File: config.mk
export PLATFORM = sky130hd
export DESIGN_NAME = pu_msp430_gpio_port_flat
export DESIGN_NICKNAME = d
export VERILOG_FILES = /design/src/rtl/pu_msp430_gpio_port_if.sv /design/src/rtl/pu_msp430_gpio_port.sv /design/src/flat_wrapper.sv
export SDC_FILE = /design/constraint.sdc
export NUM_CORES = 1
export LEC_CHECK = 0
export BUFFER_PORTS_ARGS = -buffer_cell sky130_fd_sc_hd__buf_2
export CORE_MARGIN = 2
export CORE_UTILIZATION = 53
export CTS_CLUSTER_SIZE = 14
export DETAILED_ROUTE_END_ITERATION = 10
export GPL_TIMING_DRIVEN = 0
export PLACE_DENSITY = 0.89
export SYNTH_ARGS = -nofsm -noshare
export SYNTH_HDL_FRONTEND = slang
export SYNTH_SLANG_ARGS = --single-unit
File: constraint.sdc
create_clock -name mclk -period 1.7 [get_ports mclk]
set_clock_uncertainty 0.05 [all_clocks]
set_input_delay 0.085 -clock mclk [delete_from_list [all_inputs] [get_ports mclk]]
set_output_delay 0.085 -clock mclk [all_outputs]
set_load 0.02 [all_outputs]
File: src/rtl/pu_msp430_gpio_port_if.sv
// Peripheral bus between the CPU-side master and the GPIO port register block.
interface pu_msp430_gpio_port_if;
  logic [13:0] per_addr;
  logic [15:0] per_din;
  logic        per_en;
  logic [1:0]  per_we;
  logic [15:0] per_dout;

  modport master (output per_addr, per_din, per_en, per_we, input per_dout);
  modport slave  (input per_addr, per_din, per_en, per_we, output per_dout);
endinterface

File: src/rtl/pu_msp430_gpio_port.sv
// 8-pin GPIO port: memory-mapped POUT/PIN/PDIR/PIFG/PIES/PIE/PSEL registers,
// 2-flop pad synchronizer, armed edge detector and level interrupt request.
module pu_msp430_gpio_port #(
  parameter logic [14:0] BASE_ADDR = 15'h0020
) (
  input  logic       mclk,
  input  logic       puc_rst_n,
  pu_msp430_gpio_port_if.slave per,
  input  logic [7:0] p_din,
  output logic [7:0] p_dout,
  output logic [7:0] p_dout_en,
  output logic [7:0] p_sel,
  output logic       irq_port
);

  // Register state
  logic [7:0] r_pout, r_pdir, r_pifg, r_pies, r_pie, r_psel;
  logic [7:0] r_sync, r_pin, r_pin_d;
  logic [1:0] r_arm;

  // Decode
  logic       w_hit, w_wr, w_rd;
  logic [1:0] w_off;
  logic [3:0] w_wsel;
  logic       w_armed;
  logic [7:0] w_rise, w_fall, w_edge, w_pifg_nxt;

  assign w_hit   = per.per_en && (per.per_addr[13:2] == BASE_ADDR[14:3]);
  assign w_off   = per.per_addr[1:0];
  assign w_wr    = w_hit && (per.per_we != 2'b00);
  assign w_rd    = w_hit && (per.per_we == 2'b00);
  assign w_armed = (r_arm == 2'd3);

  // One-hot word select for writes
  always_comb begin
    w_wsel = 4'b0000;
    if (w_wr) w_wsel[w_off] = 1'b1;
  end

  // Pad synchronizer, delayed copy for edge detection, and arming counter
  always_ff @(posedge mclk or negedge puc_rst_n) begin
    if (!puc_rst_n) begin
      r_sync  <= 8'h00;
      r_pin   <= 8'h00;
      r_pin_d <= 8'h00;
      r_arm   <= 2'd0;
    end else begin
      r_sync  <= p_din;
      r_pin   <= r_sync;
      r_pin_d <= r_pin;
      if (!w_armed) r_arm <= r_arm + 2'd1;
    end
  end

  // Edge detection is held off until the synchronizer and PIN_d hold real pad data
  assign w_rise = ~r_pin_d &  r_pin;
  assign w_fall =  r_pin_d & ~r_pin;
  assign w_edge = {8{w_armed}} & ((~r_pies & w_rise) | (r_pies & w_fall));

  // PIFG next state: software write first, hardware set ORed on top so it wins
  always_comb begin
    w_pifg_nxt = r_pifg;
    if (w_wsel[1] && per.per_we[1]) w_pifg_nxt = per.per_din[15:8];
    w_pifg_nxt = w_pifg_nxt | w_edge;
  end

  // Software-writable registers; PIN and the word-3 high byte have no storage
  always_ff @(posedge mclk or negedge puc_rst_n) begin
    if (!puc_rst_n) begin
      r_pout <= 8'h00;
      r_pdir <= 8'h00;
      r_pies <= 8'h00;
      r_pie  <= 8'h00;
      r_psel <= 8'h00;
    end else begin
      if (w_wsel[0] && per.per_we[1]) r_pout <= per.per_din[15:8];
      if (w_wsel[1] && per.per_we[0]) r_pdir <= per.per_din[7:0];
      if (w_wsel[2] && per.per_we[0]) r_pies <= per.per_din[7:0];
      if (w_wsel[2] && per.per_we[1]) r_pie  <= per.per_din[15:8];
      if (w_wsel[3] && per.per_we[0]) r_psel <= per.per_din[7:0];
    end
  end

  // Interrupt flag register
  always_ff @(posedge mclk or negedge puc_rst_n) begin
    if (!puc_rst_n) r_pifg <= 8'h00;
    else            r_pifg <= w_pifg_nxt;
  end

  // Combinational read mux, zero when not a hitting read
  always_comb begin
    per.per_dout = 16'h0000;
    if (w_rd) begin
      unique case (w_off)
        2'd0: per.per_dout = {r_pout, r_pin};
        2'd1: per.per_dout = {r_pifg, r_pdir};
        2'd2: per.per_dout = {r_pie, r_pies};
        2'd3: per.per_dout = {8'h00, r_psel};
      endcase
    end
  end

  assign p_dout    = r_pout;
  assign p_dout_en = r_pdir;
  assign p_sel     = r_psel;
  assign irq_port  = |(r_pifg & r_pie);

endmodule

File: src/flat_wrapper.sv
// flat-port wrapper written by rule: the top's interface ports become plain ports
module pu_msp430_gpio_port_flat 
#(
  parameter logic [14:0] BASE_ADDR = 15'h0020
)
  (mclk, puc_rst_n, p_din, p_dout, p_dout_en, p_sel, irq_port, per_per_addr, per_per_din, per_per_en, per_per_we, per_per_dout);
  pu_msp430_gpio_port_if per_i ();
  input  logic mclk;
  input  logic puc_rst_n;
  input  logic [7:0] p_din;
  output logic [7:0] p_dout;
  output logic [7:0] p_dout_en;
  output logic [7:0] p_sel;
  output logic irq_port;
  input wire logic [$bits(per_i.per_addr)-1:0] per_per_addr;
  input wire logic [$bits(per_i.per_din)-1:0] per_per_din;
  input wire logic [$bits(per_i.per_en)-1:0] per_per_en;
  input wire logic [$bits(per_i.per_we)-1:0] per_per_we;
  output wire logic [$bits(per_i.per_dout)-1:0] per_per_dout;
  assign per_i.per_addr = per_per_addr;
  assign per_i.per_din = per_per_din;
  assign per_i.per_en = per_per_en;
  assign per_i.per_we = per_per_we;
  assign per_per_dout = per_i.per_dout;
  pu_msp430_gpio_port #(.BASE_ADDR(BASE_ADDR)) u_core (.mclk(mclk), .puc_rst_n(puc_rst_n), .per(per_i), .p_din(p_din), .p_dout(p_dout), .p_dout_en(p_dout_en), .p_sel(p_sel), .irq_port(irq_port));
endmodule
==> results.md, run 1 <==
* Fin nets at 428
* R2R cell count at 3
* Routed vias at 2628
* Max clock buf depth at 2
* Power per cell area at 737 mW/mm2
* CTS tree: done
* Unrepaired setup endpoints after global routing: true
* Crit-path max cell delay at 0.57 ns
* Worst Path Class, Setup: input port to output port
* Antenna diode count at 0
* Status: complete, but fails checks
* Post-synth top area share at 55.4%
* Ranking of synthesized cells by area: dfrtp_1 (55%), mux2_2 (14%), mux4_2 (5.4%), nor2_1 (2.6%), mux2i_1 (2.4%)
* Initial DRC Count at 141
* Avg Vias per Cell at 5.66
* Number of global-route vias before repair at 2786
* IO Count at 84
* DIE WIDTH at 83.4 um
* Final Cycle Share at 102%
* Skew-Pair Late Insertion Delay at 0.35 ns
* CP Capture Type: output port
* Initial antenna violation count at 0
* Setup TNS Final at -0.124 ns
* Sequential element share of the synthesized area at 55.4%
* Cell chosen for the clock root: clkbuf_8
* Initial Util at 55.8%
* Post-Syn Area at 0.00334 mm2
* Ys async rst share at 100%
* # setup viols final at 9
* GRT overflow at 0
* Core Rows at 28
* P_leak at 2.12 nW
* Final worst slack at -0.0268 ns
* Failing checks: setup timing
* DRC viols at 0
* Die footprint at 0.00696 mm2
* DR WL/cell at 18.0 um
* First-pass GRT wire length at 13.3 mm
* CTS clk-pin slew, worst paths at 0.08 ns
* #FFs+latches synth at 74
* Max-slew violation count at 0
* Layout cell share with drive strength beyond 1 at 46.0%
* Syn nets at 302
* VDD IR max at 0.622 mV
* Fmax at 0.579 GHz
* Hold path cells at 3
* Synth area leader: dfrtp_1
* CTS H-Tree Depth at 3
* Final Wtd Congestion at 0.868
* Worst Hold Margin at 0.250 ns
* Worst Path Arrival at 1.59 ns
* Cell variety after synth at 35
* Fill count at 393
* Syn_area_per_cell at 13.0 um2
* Max_slew headroom at 39.0%
* Number of synthesis warnings at 0
* TritonRoute pass-1 iters at 4
* Num CTS Buffers at 9
* Crit start category: input port
* Post-synth top flop: dfrtp_1
* Worst path slowest cell: or4_4
* Routed Antenna Nets at 0
* Post-synth EDFFs at 0
* CP cell instances: buf_6 -> nor4_4 -> nand2_1 -> or4_4 -> buf_12 -> nor2b_2 -> buf_4
* Largest net degree at the start of global routing at 75
* Syn Inst Count at 258
* Minimum clock period at 1.73 ns
* Die Y at 83.4 um
* Port-buffer cells at 82
* Max cap viols at 0
* Worst-Margin Slew at 0.916 ns
* Total GRT Usage at 24.4%
* Crit path max fanout at 10
* Hold Violations, Final at 0
* CORE AREA at 0.00599 mm2
* HPWL after detailed placement at 5.50 mm
* Sink Count at 74
* Total wire length at 8.34 mm
* Worst hold path type: input port to register
* CP required at 1.56 ns
* Area grow syn2layout at 33.5%
==> power by group <==
group,switching [W],leakage [nW],internal (W)
combinational,0.000142,1.10,0.000136
sequential,0.0000156,0.926,0.00179
clock,0.000672,0.0862,0.000531
==> cell type report <==
type                    count  area, um2  share of cell area (%)
plain buffers              10       66.3                    1.49
clock buffers              10        128                    2.86
clock inverters             6       43.8                   0.981
multi-input cells         173       1470                    33.0
flip-flops and latches     74       1850                    41.5
well taps                  75       93.8                    2.10
repair buffers            116        806                    18.1
==> flip-flops by register name, indices dropped and copies added (netlist names) <==
register and cells:
u_core.p_dout 8, u_core.r_sync 8, u_core.p_dout_en 8, u_core.p_sel 8, u_core.r_arm 2, u_core.r_pin 8, u_core.r_pifg 8, u_core.r_pies 8
u_core.r_pin_d 8, u_core.r_pie 8
==> kinds of logic (layout without fill, tap and decap cells) <==
kind of cell             Yosys count  count (layout)  share of synthesized area (%)
AO/OA/AOI/OAI                     28              28                           4.49
XOR/XNOR                           1               1                          0.262
adder cells (fa/ha/maj)            1               1                          0.374
buffers and inverters             11             142                           1.80
flip-flops                        74              74                           55.4
multiplexers                      57              57                           21.6
AND/OR/NAND/NOR                   86              86                           16.1
==> timing repair <==
action                                 4_1_cts  5_1_grt
resized for setup                           19       20
setup buffers                                5        4
setup endpoints to repair                   16       16
pin swaps                                    2        1
hold buffers                                25        0
endpoints found under the hold margin      127        0
==> placed cells by master, fill, tap and decap left out, types with 9 or more instances in the layout <==
| cell type | synthesis | routed |
|---|---|---|
| nor2_1 | 23 | 17 |
| nand4_1 | 9 | 9 |
| o21ai_0 | 16 | 16 |
| nor3b_1 | 9 | 9 |
| dlygate4sd3_1 | 0 | 25 |
| mux2_2 | 41 | 41 |
| dfrtp_1 | 74 | 74 |
| buf_6 | 2 | 11 |
| clkbuf_8 | 0 | 9 |
| buf_2 | 3 | 67 |
| nand2_1 | 10 | 10 |
| buf_4 | 0 | 15 |
==> final timing paths <==
| kind | start | end | slack, ns |
|---|---|---|---|
| min in group asynchronous | puc_rst_n | u_core.r_pies[0] | 0.34 |
| max | per_per_addr[3] | per_per_dout[6] | -0.03 |
| max in group asynchronous | puc_rst_n | u_core.p_dout_en[3] | 0.65 |
| min | per_per_we[0] | u_core.r_pies[2] | 0.25 |
| min reg2reg | u_core.r_sync[5] | u_core.r_pin[5] | 0.30 |
| max reg2reg | u_core.r_arm[0] | u_core.r_arm[1] | 0.25 |
==> per-stage QoR <==
stage | worst slack [ns] | instances | instance area (um2) | power [W] | utilization (%)
6_report | -0.0268 | 464 | 4460 | 0.00329 | 74.5
5_1_grt | -0.0959 | 464 | 4460 | 0.00340 | 74.5
4_1_cts | -0.0571 | 461 | 4370 | 0.00329 | 72.9
3_5_place_dp | -0.271 | 415 | 3850 | 0.00205 | 64.2
3_3_place_gp | -0.182 | 415 | 3850 | 0.00204 | 64.2
2_1_floorplan | 0.0422 | 258 | 3340 | 0.00193 | -
==> synthesized netlist by cell type, types with 3 or more instances <==
cell type  instances
a22oi_1            4
mux2_2            41
o21ai_0           16
mux4_2             8
nor3b_1            9
nand3_1            8
a21oi_1            8
nand2_1           10
nand4_1            9
clkbuf_1           4
nor2b_1            5
dfrtp_1           74
nor2_1            23
and2b_1            3
buf_2              3
mux2i_1            8
==> worst max-delay path, delay by kind of cell <==
family | cells | cell delay, ns
AND/OR/NAND/NOR | 4 | 1.07
buffers and inverters | 3 | 0.42
==> routing by layer <==
layer | part of all wire [%] | vias to the layer above | wire, um | global-route usage [%]
met5 | 0 | - | 0 | 0
met4 | 1.9 | 0 | 162 | 8.79
met3 | 5.6 | 21 | 470 | 6.56
met2 | 52 | 102 | 4310 | 42.1
met1 | 41 | 1312 | 3390 | 29.3
li1 | - | 1193 | - | -
Power figures use the tool's default switching activity.
==> run 2, diff against run 1 <==
CORE_UTILIZATION = 40   (was 53)
PLACE_DENSITY = unset   (was 0.89)
clock period = 1.6 ns   (was 1.7 ns; I/O delays follow)
==> results.md, run 2 (synthesis results as in run 1) <==
* Most common cell after layout, fill and taps aside: dfrtp_1 (unchanged)
* Skew-Pair Late Insertion Delay at 0.34 ns (was 0.35 ns)
* Final Cycle Share at 106%
* First-pass GRT wire length at 12.7 mm (was 13.3 mm)
* Worst Path Arrival at 1.57 ns (was 1.59 ns)
* IO Count at 84 (unchanged)
* Cell chosen for the clock root: clkbuf_8 (unchanged)
* Most frequent cells in the layout: dfrtp_1 (74), buf_2 (66), mux2_2 (41), buf_4 (26), dlygate4sd3_1 (25) (was dfrtp_1 (74), buf_2 (67), mux2_2 (41), dlygate4sd3_1 (25), nor2_1 (17))
* Multi-input gate area at 0.00148 mm2 (was 0.00147 mm2)
* CORE AREA at 0.00818 mm2 (was 0.00599 mm2)
* Met2 Wirelength at 3.96 mm (was 4.31 mm)
* Metal3 WL at 330 um (was 470 um)
* CP Launch Point: per_per_addr[2] (was per_per_addr[3])
* Port-buffer cells at 82 (unchanged)
* Max-slew violation count at 0 (unchanged)
* Total GRT Usage at 18.8% (was 24.4%)
* Max clock buf depth at 2 (unchanged)
* Minimum clock period at 1.70 ns
* Sink Count at 74 (unchanged)
* Power, Total at 0.00392 W (was 0.00329 W)
* Area grow syn2layout at 41.6% (was 33.5%)
* Top layer reached by signal wires: met4 (unchanged)
* Initial antenna violation count at 0 (unchanged)
* DRC viols at 0 (unchanged)
* TritonRoute pass-1 iters at 4 (unchanged)
* Total wire length at 8.13 mm (was 8.34 mm)
* Die footprint at 0.00910 mm2 (was 0.00696 mm2)
* Worst Path Class, Setup: input port to output port (unchanged)
* Crit start category: input port (unchanged)
* HPWL after detailed placement at 5.32 mm (was 5.50 mm)
* VDD IR max at 0.581 mV (was 0.622 mV)
* Fill count at 704 (was 393)
* CTS H-Tree Depth at 3 (unchanged)
* Critical register-to-register path startpoint: u_core.r_arm[0] (unchanged)
* Routed vias at 2543 (was 2628)
* Area post-placement at 0.00391 mm2 (was 0.00385 mm2)
* Reg area at 0.00185 mm2 (unchanged)
* Core Rows at 33 (was 28)
* Max cap viols at 0 (unchanged)
* Layout cell share with drive strength beyond 1 at 48.5% (was 46.0%)
* Post-Layout Cell Count at 507 (was 464)
* CP Capture Type: output port (unchanged)
* R2R cell count at 3 (unchanged)
* P_leak at 2.24 nW (was 2.12 nW)
* Worst Hold Margin at 0.0959 ns (was 0.250 ns)
* Met1 WL at 3.77 mm (was 3.39 mm)
* Avg Vias per Cell at 5.02 (was 5.66)
* Routed Antenna Nets at 0 (unchanged)
* DIE WIDTH at 95.4 um (was 83.4 um)
* # setup viols final at 16 (was 9)
* Final Wtd Congestion at 0.822 (was 0.868)
* Fmax at 0.588 GHz
* Worst-Margin Slew at 0.484 ns (was 0.916 ns)
* Initial DRC Count at 52 (was 141)
* Status: complete, but fails checks (unchanged)
* Number of global-route vias before repair at 2455 (was 2786)
* Antenna diode count at 0 (unchanged)
* Final worst slack at -0.102 ns (was -0.0268 ns)
* Unrepaired setup endpoints after global routing: true (unchanged)
* Cells after DPL at 446 (was 415)
* DR WL/cell at 16.0 um (was 18.0 um)
* Power per cell area at 828 mW/mm2 (was 737 mW/mm2)
* Failing checks: setup timing (unchanged)
* Max_slew headroom at 67.8% (was 39.0%)
* CTS tree: done (unchanged)
* Largest net degree at the start of global routing at 58 (was 75)
* CTS clk-pin slew, worst paths at 0.08 ns (about the same)
* Post-route cell area at 0.00473 mm2 (was 0.00446 mm2)
* GRT overflow at 0 (unchanged)
* Worst hold path type: input port to async pin (was input port to register)
* Crit path max fanout at 10 (unchanged)
* Num CTS Buffers at 9 (unchanged)
* Hold Violations, Final at 0 (unchanged)
* Initial Util at 40.9% (was 55.8%)
* Fin nets at 441 (was 428)
* Die Y at 95.4 um (was 83.4 um)
* CP required at 1.47 ns (was 1.56 ns)
==> run 2: critical path, cell delays in order <==
cell	delay [ns]
buf_6	0.09
nor4_4	0.29
nand2_1	0.08
or4_4	0.57
buf_12	0.19
nor2_1	0.10
buf_4	0.15
==> run 2: through the flow <==
| stage | setup WS, ns | util, % | setup TNS, ns |
|---|---|---|---|
| after floorplan | -0.0478 | - | -0.383 |
| after CTS | -0.128 | 56.7 | -1.45 |
| after global routing | -0.170 | 57.9 | -2.92 |
| after detailed placement | -0.348 | 47.9 | -15.15 |
| after global placement | -0.342 | 47.5 | -22.43 |
| final | -0.102 | 57.9 | -1.07 |
==> run 2: repair_timing <==
item	4_1_cts	5_1_grt
endpoints found under the setup margin	16	46
hold buffers	25	0
endpoints found under the hold margin	125	0
resized for setup	33	15
buffers inserted	17	4
pin swaps	1	6
==> run 2: cell type report <==
class                      count  share of cell area (%)
clock inverter                 5                    1.80
multi-input combinational    173                    31.3
tap                          105                    2.78
sequential                    74                    39.1
timing repair buffer         129                    20.3
buffer                        10                    1.45
clock buffer                  11                    3.20
==> run 2: routing by layer <==
metal	GRT usage (%)	up-vias
met1	26.6	1242
met4	5.71	0
met3	3.16	9
li1	-	1218
met5	0	-
met2	29.9	74
==> run 2: worst paths after layout <==
path | to | slack [ns]
max | per_per_dout[9] | -0.10
min | u_core.p_dout[4] | 0.1
max reg2reg | u_core.r_arm[1] | 0.13
min reg2reg | u_core.r_pin[0] | 0.30
max in group asynchronous | u_core.r_pin_d[7] | 0.84
min in group mclk | u_core.r_pifg[4] | 0.25
==> run 2: power breakdown <==
part	switching, W	leakage, nW	internal, W
Sequential	0.0000152	0.926	0.00190
Clock	0.000723	0.116	0.000972
Combinational	0.000152	1.20	0.000157
Total	0.000890	2.24	0.00303
